### src/rtl/mem_pkg.sv
// Shared types and constants for the array minimum scan engine.
// Holds the FSM encoding, word stride and the empty-scan sentinel.
package mem_pkg;

  localparam int WORD_BYTES = 4;

  localparam logic [31:0] MIN_INIT = 32'h7FFF_FFFF;

  typedef enum logic [1:0] {
    IDLE  = 2'd0,
    READ  = 2'd1,
    WRITE = 2'd2,
    DONE  = 2'd3
  } state_t;

endpackage

### src/rtl/signed_min_cmp.sv
// Signed "is the candidate a new minimum" decision.
// Strict less-than, so ties keep the earlier element.
module signed_min_cmp #(
  parameter int W = 32
) (
  input  logic [W-1:0] cur,
  input  logic [W-1:0] cand,
  input  logic         first,
  output logic         take_new
);

  assign take_new = first | ($signed(cand) < $signed(cur));

endmodule

### src/rtl/min_scan_engine.sv
// Bus master that scans a signed word array for its minimum
// and writes the result back to a destination word address.
module min_scan_engine
  import mem_pkg::*;
#(
  parameter int ADR_W  = 32,
  parameter int DATA_W = 32,
  parameter int CNT_W  = 16
) (
  input  logic              clk,
  input  logic              rst,
  input  logic              start,
  input  logic [ADR_W-1:0]  base_adr,
  input  logic [CNT_W-1:0]  count,
  input  logic [ADR_W-1:0]  dst_adr,
  output logic              busy,
  output logic              done,
  output logic [DATA_W-1:0] min_val,
  output logic [CNT_W-1:0]  min_idx,
  output logic [ADR_W-1:0]  mem_adr,
  output logic              mem_rd,
  output logic              mem_wr,
  output logic [DATA_W-1:0] mem_wdata,
  input  logic [DATA_W-1:0] mem_rdata
);

  localparam logic [DATA_W-1:0] INIT =
    {1'b0, {(DATA_W-1){1'b1}}};

  state_t             state;
  logic [ADR_W-1:0]   ptr;
  logic [ADR_W-1:0]   dst_q;
  logic [CNT_W-1:0]   idx;
  logic [CNT_W-1:0]   cnt_q;
  logic               take_new;
  logic               last;

  signed_min_cmp #(
    .W (DATA_W)
  ) u_cmp (
    .cur      (min_val),
    .cand     (mem_rdata),
    .first    (idx == '0),
    .take_new (take_new)
  );

  assign last = (idx == cnt_q - CNT_W'(1));

  always_ff @(posedge clk or negedge rst) begin
    if (!rst) begin
      state   <= IDLE;
      ptr     <= '0;
      dst_q   <= '0;
      idx     <= '0;
      cnt_q   <= '0;
      min_val <= '0;
      min_idx <= '0;
    end else begin
      unique case (state)
        IDLE: begin
          if (start) begin
            cnt_q <= count;
            dst_q <= dst_adr;
            ptr   <= base_adr;
            idx   <= '0;
            if (count != '0) begin
              state <= READ;
            end else begin
              // empty array: report the sentinel, touch no memory
              min_val <= INIT;
              min_idx <= '0;
              state   <= DONE;
            end
          end
        end
        READ: begin
          if (take_new) begin
            min_val <= mem_rdata;
            min_idx <= idx;
          end
          ptr <= ptr + ADR_W'(WORD_BYTES);
          idx <= idx + CNT_W'(1);
          if (last) state <= WRITE;
        end
        WRITE: state <= DONE;
        DONE:  state <= IDLE;
        default: state <= IDLE;
      endcase
    end
  end

  // Bus outputs decode from state so reset drops them at once
  always_comb begin
    mem_adr   = '0;
    mem_rd    = 1'b0;
    mem_wr    = 1'b0;
    mem_wdata = '0;
    unique case (state)
      READ: begin
        mem_adr = ptr;
        mem_rd  = 1'b1;
      end
      WRITE: begin
        mem_adr   = dst_q;
        mem_wr    = 1'b1;
        mem_wdata = min_val;
      end
      default: ;
    endcase
  end

  assign busy = (state == READ) || (state == WRITE);
  assign done = (state == DONE);

endmodule

### config.mk
export PLATFORM = sky130hd
export DESIGN_NAME = min_scan_engine
export DESIGN_NICKNAME = d
export VERILOG_FILES = /design/src/rtl/mem_pkg.sv /design/src/rtl/signed_min_cmp.sv /design/src/rtl/min_scan_engine.sv
export SDC_FILE = /design/constraint.sdc
export NUM_CORES = 1
export LEC_CHECK = 0
export CORE_MARGIN = 1.5
export CORE_UTILIZATION = 30
export DETAILED_ROUTE_END_ITERATION = 10
export PLACE_DENSITY_LB_ADDON = 0.08
export SYNTH_ARGS = -nofsm -noshare
export SYNTH_HDL_FRONTEND = slang
export SYNTH_SLANG_ARGS = --single-unit
### constraint.sdc
create_clock -name clk -period 3.4 [get_ports clk]
set_input_delay 0.68 -clock clk [delete_from_list [all_inputs] [get_ports clk]]
set_output_delay 0.68 -clock clk [all_outputs]
set_load 0.02 [all_outputs]
# After elaboration in Yosys (flattened, before gate mapping)
# Cells that the tools add are included.
# op_classes
add_sub_neg,3
eq_ne,8
n_bitwise,1
mux,20
reduce_logical,9
magnitude_cmp,1
# ops
op,count
one-hot mux 32 bit (2 select lines),3
two-way mux 32 bit,5
two-way mux 16 bit,4
one-hot mux 16 bit (2 select lines),2
"adder 32 x 3 -> 32 bit, second input constant",1
less-than comparator 32 bit,1
"adder 16 x 1 -> 16 bit, second input constant",1
equality test 16 bit,1
zero test 16 bit,1
nonzero test 16 bit,1
"subtractor 16 x 1 -> 16 bit, second input constant",1
"!= test 2 bit, second input constant",4
one-hot mux 2 bit (4 select lines),1
two-way mux 2 bit,3
AND reduction 2 bit,3
"equality test 2 bit, second input constant",2
AND reduction 4 bit,1
"equality test 2 x 1 -> 1 bit, second input constant",1
zero test 2 bit,1
two-way mux 1 bit,2
nonzero test 2 bit,1
logical OR 1 bit,1
bitwise OR 1 bit,1
# word_totals
wordCells,49
output_inout_bits,116
input_bits,115
regBits,146

# Depth between registers and ports, before layout
# logic_depth
depth_word,4
ltp_mapped,11
ltp_nobuf,9

# Modules after synthesis
# Synthesis repeated with hierarchy kept, for this count alone.
# hier_totals
cells_unflattened,1039
area_unflattened_um2,9018.6
# by_module_without_submodules
module,instances,seq_area_each_um2,area_per_inst_um2,cells_each
min_scan_engine,1,3653.5,8207.9,928
signed_min_cmp,1,0.0,810.8,111

# Worst setup path before layout
# OpenSTA, ideal clock, no wires.
# synth_path
path_type,in2reg
startpoint,input port mem_rdata[31]
endpoint,register min_val[10]
t_arrival_ps,2804
stages,10
required_time_ps,3314
path_buffers,2
setup_time_ps,86
path_slack_ps,510
cell_sequence,ha_1 -> nand4_1 -> nor4_1 -> a22oi_1 -> o211a_1 -> nor3_1 -> clkbuf_1 -> clkbuf_1 -> nor3_1 -> a32oi_1
# synth_between
elab_chain_len,4
# synth_rtl
item,line_no,source
"start, declared",min_scan_engine.sv:24,input logic [DATA_W-1:0] mem_rdata
less-than comparator 32 bit,signed_min_cmp.sv:12,assign take_new = first | ($signed(cand) < $signed(cur));
bitwise OR 1 bit,signed_min_cmp.sv:12,
!= test 2 bit (no source line),n/a,
AND reduction 4 bit (no source line),n/a,
"end signal, assigned",min_scan_engine.sv:78,min_val <= mem_rdata;
"end, declared",min_scan_engine.sv:18,"output logic [DATA_W-1:0] min_val,"
# No other way between the ends.
# A chain may end at the register's enable or synchronous reset.

# Worst setup path after layout
# layout_path
startpoint,register state[1]
endpoint,output port mem_adr[23]
# layout_between
elab_chain_len,2
elab_cells_between_ends,3
classes_between,2 x eq/ne; 1 x mux
# layout_rtl
item,line_no,source
"start, declared",min_scan_engine.sv:30,state_t state;
"start signal, assigned",min_scan_engine.sv:51,state <= IDLE;
"start signal, assigned",min_scan_engine.sv:67,state <= READ;
"start signal, assigned",min_scan_engine.sv:72,state <= DONE;
equality test 2 bit / equality test 2 x 1 -> 1 bit (equally long branches),min_scan_engine.sv:98,unique case (state)
one-hot mux 32 bit (2 select lines) (*),min_scan_engine.sv:98,
"end, declared",min_scan_engine.sv:20,"output logic [ADR_W-1:0] mem_adr,"
# Every way passes the cells marked *; elsewhere a longest branch is shown, timed or not.

==> flow_summary_export.csv <==
group,metric,value,unit
setup_path,timing.critical_path.required,2.72,ns
sta,worst_slack,0.148,ns
route,route.detailed.wl_per_inst,17.5,um
cts,holdBufCountCts,0,
setup_path,worst_case_reg_to_reg_path_depth,7,
cts,clockBufferDepth,2,
route,number_of_design_rule_violations_left_after_detail_routing,0,
setup_path,stages_on_worst_setup_path,6,
layout,synthToLayoutAreaGrowth,38.7,%
setup_path,cp_max_fo,36,
pwr,power.ir.vdd_worst,0.412,mV
yosys,synth_edf_count,0,
route,via_count_of_the_routed_design,8197,
cts,ctsRootBufferMaster,"sky130_fd_sc_hd__clkbuf_16",
floorplan,fp.dieW,176,um
floorplan,io_pins,231,
sta,worstMarginPinSlew,0.733,ns
sta,rsz0062_at_grt,"no",
route,drt_first_pass_iters,5,
place,finalWeightedCongestion,0.775,
layout,antennaDiodeCount,0,
global_routing,aggregate_global_routing_overflow,0,
place,dp.final_hpwl,20.1,mm
yosys,post_synth_design_cell_area,9020,um^2
floorplan,initial_util,30.4,%
yosys,synth.yosys.seq_area_share,40.5,%
setup_path,crit-reg2reg-capture,"state[0]",
setup_path,timing.critical_path.buf_inv,3,
floorplan,die-area,31100,um^2
route,first_iter_violations,492,
setup_path,path_class,"reg -> out",
setup_path,worstPathArrival,2.57,ns
global_routing,grt_first_pass_wirelength,45.4,mm
pwr,static-leakage-power,5.26,nW
yosys,number_of_warnings_issued_by_yosys,0,
setup_path,critical_path.endpoint,"mem_adr[23]",
yosys,synthesis.area_per_instance,8.94,um^2
sta,period_minus_slack,3.25,ns
layout,final_layout_size_suffix_gt1_share,9.92,%
sta,max-slew-margin-rel,51.2,%
yosys,synthesis.nets,1163,
setup_path,critical_path_s_slowest_cell,"sky130_fd_sc_hd__clkdlybuf4s50_1",
cts,postCtsSetupRepairBufs,0,
global_routing,grt_pass1_vias,8306,
yosys,post_synth_inst_count,1009,
cts,cts-buffers-inserted,17,
cts,clock_insertion_delay_worst_skew,0.42,ns
setup_path,path_cells,"inv_1 -> ha_4 -> buf_12 -> a22oi_1 -> nor2b_1 -> clkdlybuf4s50_1",
worst_hold_path,hold_path.class,"in -> async",
route,post_drt_via_cell_ratio,5.06,
route,postRouteWirelength,28.3,mm
sta,finalHoldViolations,0,
sta,hold_ws,0.251,ns
sta,drv_slew,0,
floorplan,die_h,176,um
setup_path,critical_path.top_delay_family,"buffers and inverters",
layout,nFillCells,2979,
setup_path,r2r_start,"cnt_q[2]",
setup_path,worstSetupEndpointType,"output pin",
place,pre_cts_slack,-0.102,ns
global_routing,globalRouteTotalUtil,18.5,%
yosys,postSynth.asyncResetShare,100,%
cts,clock_slew_seen_by_the_registers_of_the_worst_setup_and_hold_paths,0.07,ns
sta,final.setup_skew,0.0145,ns
setup_path,worst-r2r-setup-slack,0.34,ns
sta,maxClockFrequency,307,MHz
floorplan,core.rowCount,63,
yosys,synth_seq_cells,146,
floorplan,area_of_the_core,29600,um^2
place,place.port_buffers,230,
setup_path,max_stage_delay,0.64,ns
route,ant_nets,0,
setup_path,setup.worst_path.start,"state[1]",
sta,finalSetupViolations,0,
run_status,status,"finished, final reports clean",
pwr,power_per_cell_area,930,nW/um^2
cts,clock_sinks,146,
sta,fin_crit_sh,95.7,%
yosys,distinct_cell_type_count_of_the_synthesized_netlist,53,
global_routing,grt_max_degree,68,
flow_run,maxCapViolCount,0,
layout,fin_nets,1371,
cts,clock_tree.htree_level_count,4,
setup_path,start_kind,"flop",
cts,count_of_cells_resized_by_post_cts_repair,0,
cts,cts_tree,"done",
yosys,dominantRegCellSynth,"sky130_fd_sc_hd__dfrtp_1",
global_routing,antenna_found_initial,3,
-- synthesized netlist by cell type (6+ instances only) --
cell,instances,area share [%]
sky130_fd_sc_hd__clkbuf_1,65,2.7
sky130_fd_sc_hd__dfrtp_1,146,41
sky130_fd_sc_hd__and2_1,36,2.5
sky130_fd_sc_hd__nand2_1,49,2.0
sky130_fd_sc_hd__mux2_2,49,6.1
sky130_fd_sc_hd__nor4_1,15,1.0
sky130_fd_sc_hd__o21ai_0,46,2.6
sky130_fd_sc_hd__nand4_1,12,0.83
sky130_fd_sc_hd__xor2_1,7,0.68
sky130_fd_sc_hd__o32ai_1,15,1.5
sky130_fd_sc_hd__a32oi_1,35,3.4
sky130_fd_sc_hd__nor2_1,51,2.1
sky130_fd_sc_hd__nor3_1,44,2.4
sky130_fd_sc_hd__o22ai_1,18,1.2
sky130_fd_sc_hd__a21oi_1,43,2.4
sky130_fd_sc_hd__inv_1,104,4.3
sky130_fd_sc_hd__xnor2_1,27,2.6
sky130_fd_sc_hd__a21o_1,9,0.75
sky130_fd_sc_hd__buf_1,7,0.29
sky130_fd_sc_hd__a31oi_1,25,1.7
sky130_fd_sc_hd__a22oi_1,32,2.7
sky130_fd_sc_hd__nor2b_1,32,2.2
sky130_fd_sc_hd__ha_1,39,5.4
sky130_fd_sc_hd__or3_1,9,0.62
sky130_fd_sc_hd__o31ai_1,6,0.50
sky130_fd_sc_hd__and3_1,13,0.90
sky130_fd_sc_hd__nand3_1,31,1.7
-- area by class of cell --
cell class / instances / area, um^2 / area share (%)
clock buffer: 18 / 439 / 3.51
clock inverter: 14 / 166 / 1.33
inverter: 104 / 390 / 3.12
multi-input combinational: 686 / 4730 / 37.8
sequential: 146 / 3650 / 29.2
tap: 390 / 488 / 3.90
timing repair buffer: 262 / 2640 / 21.1
-- kinds of logic after synthesis --
kind of cell / synth area share, %
compound gates: 18.6
xor+xnor: 3.30
fa+ha+maj: 5.41
buf+inv: 7.45
flops: 40.5
mux: 6.67
simple gates: 18.0
-- worst reg2reg max path: cells and delay by family (launching register included) --
kind | cells | cell delay (ns)
compound gates | 2 | 0.48
flops | 1 | 0.48
simple gates | 5 | 2.04
-- layer usage --
layer / vias to the layer above / wire (um) / track usage, %
met3: 23 / 1560 / 4.20
met4: 4 / 314 / 4.45
met2: 204 / 13100 / 30.4
met5: - / 25 / 0
met1: 3920 / 13300 / 24.6
li1: 4046 / - / -
-- worst min path at each step --
stage / to / cells after the start / from / slack, ns
2_1_floorplan: cnt_q[0] / 0 / rst / 0.38
3_3_place_gp: ptr[0] / 2 / ptr[0] / 0.47
3_5_place_dp: ptr[0] / 2 / ptr[0] / 0.48
4_1_cts: dst_q[13] / 1 / rst / 0.28
5_1_grt: dst_q[13] / 1 / rst / 0.28
6_report: dst_q[13] / 1 / rst / 0.25
-- metrics by stage --
stage	instance area, um^2	util, %	cells	total power, mW	TNS (ns)
3_5_place_dp	11900	40.1	1588	9.71	-2.92
3_3_place_gp	11900	40.1	1588	9.66	-2.03
6_report	12500	42.2	1620	11.6	0
4_1_cts	12500	42.2	1620	11.8	0
2_1_floorplan	9020	-	1009	7.09	0
5_1_grt	12500	42.2	1620	12.5	0
-- placed cells by master (no fill, tap or decap), types with 4 or more instances in the layout --
cell type                         count
sky130_fd_sc_hd__nand2b_1             4
sky130_fd_sc_hd__clkdlybuf4s50_1    229
sky130_fd_sc_hd__inv_1              104
sky130_fd_sc_hd__o21ai_0             46
sky130_fd_sc_hd__nand4_1             12
sky130_fd_sc_hd__a21oi_1             43
sky130_fd_sc_hd__mux2_2              49
sky130_fd_sc_hd__nor2_1              50
sky130_fd_sc_hd__nor4_1              15
sky130_fd_sc_hd__mux2i_1              5
sky130_fd_sc_hd__a22oi_1             32
sky130_fd_sc_hd__and4_1               4
sky130_fd_sc_hd__nand2_1             48
sky130_fd_sc_hd__o31ai_1              6
sky130_fd_sc_hd__o32ai_1             15
sky130_fd_sc_hd__a32oi_1             35
sky130_fd_sc_hd__or3_1                9
sky130_fd_sc_hd__clkbuf_16           17
sky130_fd_sc_hd__dfrtp_1            146
sky130_fd_sc_hd__xor2_1               7
sky130_fd_sc_hd__o22ai_1             18
sky130_fd_sc_hd__a21o_1               9
sky130_fd_sc_hd__xnor2_1             27
sky130_fd_sc_hd__ha_1                37
sky130_fd_sc_hd__inv_6                5
sky130_fd_sc_hd__buf_12               8
sky130_fd_sc_hd__a31oi_1             25
sky130_fd_sc_hd__buf_4               24
sky130_fd_sc_hd__nor3b_1              5
sky130_fd_sc_hd__nor2b_1             32
sky130_fd_sc_hd__and2_1              36
sky130_fd_sc_hd__and3_1              13
sky130_fd_sc_hd__nor3_1              43
sky130_fd_sc_hd__nand3_1             31
-- sequential cells by signal, summed over array words and instances (netlist names) --
name and count:
min_val 32, dst_q 32, min_idx 16, cnt_q 16, idx 16, ptr 32
state 2
-- power by group --
group / switching (mW) / internal (mW) / total (mW)
Sequential: 0.790 / 2.45 / 3.24
Clock: 0.858 / 1.13 / 1.99
Combinational: 3.42 / 2.99 / 6.41
Total: 5.07 / 6.57 / 11.6
Note: power is estimated with default switching activity, not from simulation.
